$ cat src/rtl/spi_shift_engine_if.sv
`default_nettype none
// ============================================================================
// Module      : spi_shift_engine_if
// Description : Bundle of request, status and SPI-pin signals between the
//               register file / SPI header and the byte-wide shift engine.
//               master : register-file and device side
//                        (drives requests and MISO, observes pins and status)
//               slave  : the shift engine itself
//               Signals: START, READ, TXDATA[7:0], SLOW, CS_REQ, MISO (to engine)
//                        SCK, MOSI, CS, BUSY, DONE, RXDATA[7:0], OVERRUN (from engine)
// Revision    : 1.0  initial release
// ============================================================================
interface spi_shift_engine_if;
    logic       START;
    logic       READ;
    logic [7:0] TXDATA;
    logic       SLOW;
    logic       CS_REQ;
    logic       MISO;
    logic       SCK;
    logic       MOSI;
    logic       CS;
    logic       BUSY;
    logic       DONE;
    logic [7:0] RXDATA;
    logic       OVERRUN;

    modport master (
        output START, READ, TXDATA, SLOW, CS_REQ, MISO,
        input  SCK, MOSI, CS, BUSY, DONE, RXDATA, OVERRUN
    );

    modport slave (
        input  START, READ, TXDATA, SLOW, CS_REQ, MISO,
        output SCK, MOSI, CS, BUSY, DONE, RXDATA, OVERRUN
    );
endinterface
`default_nettype wire

$ cat src/rtl/spi_shift_engine.sv
`default_nettype none
// ============================================================================
// Module      : spi_shift_engine
// Description : Full-duplex, mode-0, MSB-first byte SPI master. One transfer
//               request at a time; programmable SCK half-period selected per
//               transfer (FAST_DIV / SLOW_DIV). All outputs registered.
// Ports       : CLKOSC - sole clock, rising edge
//               RST    - synchronous, active-low reset
//               bus    - spi_shift_engine_if.slave (request, status, SPI pins)
// Parameters  : FAST_DIV - SCK half-period in clocks when SLOW=0 (1..255)
//               SLOW_DIV - SCK half-period in clocks when SLOW=1 (1..255)
// Revision    : 1.0  initial release
// ============================================================================
module spi_shift_engine #(
    parameter int FAST_DIV = 2,
    parameter int SLOW_DIV = 100
) (
    input  logic                  CLKOSC,
    input  logic                  RST,
    spi_shift_engine_if.slave     bus
);

    localparam logic [7:0] c_FAST_DIV = 8'(FAST_DIV);
    localparam logic [7:0] c_SLOW_DIV = 8'(SLOW_DIV);

    localparam logic [1:0] c_IDLE = 2'd0;
    localparam logic [1:0] c_LOW  = 2'd1;
    localparam logic [1:0] c_HIGH = 2'd2;
    localparam logic [1:0] c_TAIL = 2'd3;

    logic [1:0] state_q,  state_d;
    logic [7:0] phase_q,  phase_d;
    logic [2:0] bit_q,    bit_d;
    logic [7:0] shift_q,  shift_d;
    logic [7:0] div_q,    div_d;
    logic [7:0] rx_q,     rx_d;
    logic       ovr_q,    ovr_d;
    logic       done_d;
    logic       sck_d,    mosi_d,   cs_d,  busy_d;
    logic       sck_q,    mosi_q,   cs_q,  busy_q, done_q;

    // ------------------------------------------------------------------------
    // Next-state logic
    // ------------------------------------------------------------------------
    always_comb begin
        state_d = state_q;
        phase_d = phase_q;
        bit_d   = bit_q;
        shift_d = shift_q;
        div_d   = div_q;
        rx_d    = rx_q;
        ovr_d   = ovr_q;
        done_d  = 1'b0;

        case (state_q)
            c_IDLE: begin
                if (bus.START) begin
                    shift_d = bus.READ ? 8'hFF : bus.TXDATA;
                    div_d   = bus.SLOW ? c_SLOW_DIV : c_FAST_DIV;
                    phase_d = div_d - 8'd1;
                    bit_d   = 3'd7;
                    ovr_d   = 1'b0;
                    state_d = c_LOW;
                end
            end
            c_LOW: begin
                if (phase_q == 8'd0) begin
                    phase_d = div_q - 8'd1;
                    state_d = c_HIGH;
                end else begin
                    phase_d = phase_q - 8'd1;
                end
            end
            c_HIGH: begin
                if (phase_q == 8'd0) begin
                    // Edge that drops SCK: the slave still holds the bit here.
                    shift_d = {shift_q[6:0], bus.MISO};
                    phase_d = div_q - 8'd1;
                    if (bit_q == 3'd0) begin
                        state_d = c_TAIL;
                    end else begin
                        bit_d   = bit_q - 3'd1;
                        state_d = c_LOW;
                    end
                end else begin
                    phase_d = phase_q - 8'd1;
                end
            end
            default: begin // c_TAIL
                if (phase_q == 8'd0) begin
                    rx_d    = shift_q;
                    done_d  = 1'b1;
                    state_d = c_IDLE;
                end else begin
                    phase_d = phase_q - 8'd1;
                end
            end
        endcase

        // A request arriving mid-transfer is dropped but remembered.
        if (bus.START && (state_q != c_IDLE)) begin
            ovr_d = 1'b1;
        end

        // Pin values are decoded from the upcoming state so they leave flops.
        sck_d  = (state_d == c_HIGH);
        // shift_q is frozen throughout LOW/HIGH of a bit, so MOSI cannot move
        // while SCK is high.
        mosi_d = ((state_d == c_LOW) || (state_d == c_HIGH)) ? shift_d[7] : 1'b1;
        // CS is frozen for the whole transfer and tracks CS_REQ only in IDLE.
        cs_d   = (state_q == c_IDLE) ? bus.CS_REQ : cs_q;
        busy_d = (state_d != c_IDLE);
    end

    // ------------------------------------------------------------------------
    // State registers
    // ------------------------------------------------------------------------
    always_ff @(posedge CLKOSC) begin
        if (!RST) begin
            state_q <= c_IDLE;
            phase_q <= 8'd0;
            bit_q   <= 3'd0;
            shift_q <= 8'hFF;
            div_q   <= c_FAST_DIV;
            rx_q    <= 8'hFF;
            ovr_q   <= 1'b0;
            done_q  <= 1'b0;
            sck_q   <= 1'b0;
            mosi_q  <= 1'b1;
            cs_q    <= 1'b1;
            busy_q  <= 1'b0;
        end else begin
            state_q <= state_d;
            phase_q <= phase_d;
            bit_q   <= bit_d;
            shift_q <= shift_d;
            div_q   <= div_d;
            rx_q    <= rx_d;
            ovr_q   <= ovr_d;
            done_q  <= done_d;
            sck_q   <= sck_d;
            mosi_q  <= mosi_d;
            cs_q    <= cs_d;
            busy_q  <= busy_d;
        end
    end

    assign bus.SCK     = sck_q;
    assign bus.MOSI    = mosi_q;
    assign bus.CS      = cs_q;
    assign bus.BUSY    = busy_q;
    assign bus.DONE    = done_q;
    assign bus.RXDATA  = rx_q;
    assign bus.OVERRUN = ovr_q;

endmodule
`default_nettype wire
$ cat src/flat_wrapper.sv
// flat-port wrapper written by rule: the top's interface ports become plain ports
module spi_shift_engine_flat 
#(
    parameter int FAST_DIV = 2,
    parameter int SLOW_DIV = 100
)
  (CLKOSC, RST, bus_START, bus_READ, bus_TXDATA, bus_SLOW, bus_CS_REQ, bus_MISO, bus_SCK, bus_MOSI, bus_CS, bus_BUSY, bus_DONE, bus_RXDATA, bus_OVERRUN);
  spi_shift_engine_if bus_i ();
  input  logic CLKOSC;
  input  logic RST;
  input wire logic [$bits(bus_i.START)-1:0] bus_START;
  input wire logic [$bits(bus_i.READ)-1:0] bus_READ;
  input wire logic [$bits(bus_i.TXDATA)-1:0] bus_TXDATA;
  input wire logic [$bits(bus_i.SLOW)-1:0] bus_SLOW;
  input wire logic [$bits(bus_i.CS_REQ)-1:0] bus_CS_REQ;
  input wire logic [$bits(bus_i.MISO)-1:0] bus_MISO;
  output wire logic [$bits(bus_i.SCK)-1:0] bus_SCK;
  output wire logic [$bits(bus_i.MOSI)-1:0] bus_MOSI;
  output wire logic [$bits(bus_i.CS)-1:0] bus_CS;
  output wire logic [$bits(bus_i.BUSY)-1:0] bus_BUSY;
  output wire logic [$bits(bus_i.DONE)-1:0] bus_DONE;
  output wire logic [$bits(bus_i.RXDATA)-1:0] bus_RXDATA;
  output wire logic [$bits(bus_i.OVERRUN)-1:0] bus_OVERRUN;
  assign bus_i.START = bus_START;
  assign bus_i.READ = bus_READ;
  assign bus_i.TXDATA = bus_TXDATA;
  assign bus_i.SLOW = bus_SLOW;
  assign bus_i.CS_REQ = bus_CS_REQ;
  assign bus_i.MISO = bus_MISO;
  assign bus_SCK = bus_i.SCK;
  assign bus_MOSI = bus_i.MOSI;
  assign bus_CS = bus_i.CS;
  assign bus_BUSY = bus_i.BUSY;
  assign bus_DONE = bus_i.DONE;
  assign bus_RXDATA = bus_i.RXDATA;
  assign bus_OVERRUN = bus_i.OVERRUN;
  spi_shift_engine #(.FAST_DIV(FAST_DIV), .SLOW_DIV(SLOW_DIV)) u_core (.CLKOSC(CLKOSC), .RST(RST), .bus(bus_i));
endmodule
$ cat config.mk
export PLATFORM = sky130hd
export DESIGN_NAME = spi_shift_engine_flat
export DESIGN_NICKNAME = d
export VERILOG_FILES = /design/src/rtl/spi_shift_engine_if.sv /design/src/rtl/spi_shift_engine.sv /design/src/flat_wrapper.sv
export SDC_FILE = /design/constraint.sdc
export NUM_CORES = 1
export LEC_CHECK = 0
export CORE_MARGIN = 5
export CORE_UTILIZATION = 49
export DETAILED_ROUTE_END_ITERATION = 6
export PLACE_DENSITY_LB_ADDON = 0.3
export SYNTH_ARGS = -nofsm -noshare
export SYNTH_HDL_FRONTEND = slang
export SYNTH_SLANG_ARGS = --single-unit
$ cat constraint.sdc
create_clock -name CLKOSC -period 2.1 [get_ports CLKOSC]
set_input_delay 0.525 -clock CLKOSC [delete_from_list [all_inputs] [get_ports CLKOSC]]
set_output_delay 0.525 -clock CLKOSC [all_outputs]
set_load 0.01 [all_outputs]
==> flow_metrics.py, run 1 <==
metrics = {
    "layout": {
        "num-nets-final": 322,
        "layout_common_cells": "37 x dfxtp_1, 28 x clkdlybuf4s50_1, 26 x buf_4, 25 x nor2_1, 22 x nand3_1",
        "multi_input_area_mm2": 0.00122,
        "final_common_cell": "dfxtp_1",
        "ff_latch_area_um2": 741,
        "num_antenna_cells": 0,
        "utilization": 0.664,
        "nFillCells": 335,
        "syn_to_final_growth_pct": 29.4,
        "drive_gt1_frac": 0.163,
        "layoutNonFillerInstCount": 345,
    },
    "timing": {
        "period_needed_ns": 1.99,
        "skew_ns": 0.00611,
        "rsz0062_at_grt": "yes",
        "tightest_slew_ns": 0.520,
        "hold_violations": 0,
        "max_slew_margin": 0.654,
        "fin_crit_sh": 0.947,
        "setup_viol": 0,
        "timing.fmax_ghz": 0.503,
        "slew_violations": 0,
        "final.setup.worst_slack_ns": 0.111,
    },
    "cts": {
        "path_clk_slew_ns": 0.08,
        "cts_sinks": 37,
        "clockRootBuffer": "clkbuf_8",
        "cts_hold_buf": 0,
        "clkLatencyLatePin_ns": 0.29,
        "cts_tree": "done",
        "clock_path_buffers": 2,
        "cts_max_level": 2,
        "numCtsBuffers": 5,
    },
    "global_route": {
        "overflow": 0,
        "grt_max_degree": 18,
        "grt_pass1_wl_um": 9050,
        "antenna_found_initial": 0,
        "grt_pass1_vias": 1894,
        "track_usage": 0.208,
    },
    "placed_design": {
        "place_worst_setup_slack_ns": -0.00973,
        "dp_hpwl_um": 3860,
        "numPortBuffers": 28,
        "gp_congestion": 0.918,
        "place_inst": 335,
    },
    "drt": {
        "dr.first_iter.drc_count": 167,
        "drc_errors": 0,
        "routed_wl_um": 5330,
        "drt_pass1_iterations": 4,
        "vias": 2030,
        "via_per_inst": 5.88,
        "wire_per_inst_um": 15.4,
        "postRouteAntennaNets": 0,
    },
    "synth": {
        "ys.flop_type": "dfxtp_1",
        "synth-seq-cells": 37,
        "synthCells": 248,
        "yosysUniqueCellTypes": 54,
        "synth_area_mm2": 0.00208,
        "synth.avg_cell_area_um2": 8.40,
        "synth-seq-area-share": 0.356,
        "syn_nets": 276,
        "synth_async_sr_flop_share": 0,
        "ys_warn_count": 0,
        "synth_edf_count": 0,
    },
    "critical_path": {
        "cpMostUsedCell": "buf_4",
        "crit_family": "simple AND/OR/NAND/NOR gates",
        "cp_cell_sequence": "inv_1 > ha_1 > or4b_4 > buf_4 > o31ai_4 > buf_4 > nand2_1 > a21oi_1",
        "path_class": "reg -> reg",
        "crit_path_max_fanout": 4,
        "arrival_ns": 2.21,
        "critPathSlowestCell": "or4b_4",
        "worst_setup_path_start_kind": "flop",
        "cp_num_buf_inv": 3,
        "critPathMaxStageDelay_ns": 0.50,
        "cp-end-kind": "flop",
        "crit_required_ns": 2.32,
    },
    "floorplanning": {
        "dieArea_mm2": 0.00565,
        "rows": 23,
        "coreArea_mm2": 0.00406,
        "start_util": 0.513,
        "fp.dieH_um": 75.2,
        "io_pins": 29,
        "fp.dieW_um": 75.2,
    },
    "job": {
        "drv_cap": 0,
    },
    "status": {
        "status": "finished, final reports clean",
    },
    "power": {
        "powerDensity_mw_per_mm2": 1290,
        "power_mw": 3.48,
        "vdd_ir_drop_max_mv": 0.588,
        "cellLeakagePower_nw": 1.15,
    },
    "hold_path": {
        "hold_class": "reg -> reg",
    },
}
[registers in the layout, indices dropped and copies added, names as in the netlist, 2 cells and up]
signal and flops:
u_core.bit_q 3, u_core.bus.RXDATA 8, u_core.div_q 2, u_core.phase_q 8
u_core.shift_q 8, u_core.state_q 2
[logic make-up (layout without fill, tap and decap cells)]
kind of cell / after synthesis / in the layout / share of synthesized area
compound gates: 66 / 66 / 0.227
xor+xnor: 1 / 1 / 0.00421
fa+ha+maj: 13 / 13 / 0.0781
buf+inv: 31 / 78 / 0.0661
flops: 37 / 37 / 0.356
mux: 9 / 9 / 0.0433
simple gates: 91 / 91 / 0.226
[tightest hold or removal path, delay by kind of cell (launching register included)]
family	cells	cell delay [ns]
AOI/OAI and AO/OA	1	0.05
DFF	1	0.32
and+or+nand+nor	1	0.05
[power by group]
part           internal, mW  switching [mW]  total [mW]
sequential            0.874           0.119       0.993
clock                 0.303           0.265       0.568
combinational         0.894            1.03        1.92
[area by class of cell]
type / count / area share
clock buffers: 7 / 0.0357
clock inverters: 1 / 0.00325
inverters: 14 / 0.0195
multi-input cells: 180 / 0.452
flip-flops and latches: 37 / 0.275
well taps: 50 / 0.0232
repair buffers: 56 / 0.191
[final timing paths]
path,start,endpoint,slack [ns],depth (start not counted)
min reg2reg,u_core.div_q[5]$_SDFFE_PN0P_,u_core.div_q[5]$_SDFFE_PN0P_,0.46,2
min,u_core.div_q[5]$_SDFFE_PN0P_,u_core.div_q[5]$_SDFFE_PN0P_,0.46,2
max,u_core.phase_q[1]$_SDFFE_PN0P_,u_core.phase_q[2]$_SDFFE_PN0P_,0.11,8
max reg2reg,u_core.phase_q[1]$_SDFFE_PN0P_,u_core.phase_q[2]$_SDFFE_PN0P_,0.11,8
[cell usage after synthesis (9+ instances only)]
library cell	instances	area, µm²
clkbuf_1	11	41.3
inv_1	14	52.6
nand3_1	22	110
mux2i_1	9	90.1
dfxtp_1	37	741
o21ai_0	12	60.1
a21oi_1	9	45.0
a31oi_1	13	81.3
nor2_1	26	97.6
ha_1	13	163
nand2_1	18	67.6
[routing by layer]
layer  vias to the layer above  wire [µm]  global-route usage
li1                        982          -                   -
met4                         0         61              0.0641
met2                        86       2420               0.301
met3                         6        415              0.0654
met5                         -          0                   0
met1                       956       2430               0.297
[per-stage QoR]
step / setup TNS (ns) / instance area (µm²) / hold slack (ns)
after floorplan: 0 / 2080 / 0.436
after global placement: 0 / 2560 / 0.444
after global routing: -0.000873 / 2700 / 0.487
final: 0 / 2700 / 0.463
after detailed placement: -0.00973 / 2560 / 0.449
after CTS: 0 / 2670 / 0.460
[what timing repair did]
item,in CTS,in global routing
gates resized for setup,0,4
setup endpoints to repair,0,10
setup buffers,0,2
Note: power is estimated with default switching activity, not from simulation.
==> inputs of run 2 (changes only) <==
Settings changed: CAP_MARGIN set to 20.
==> results of run 2 <==
Same layout as run 1: the final DEF is identical, and so are final timing and power.
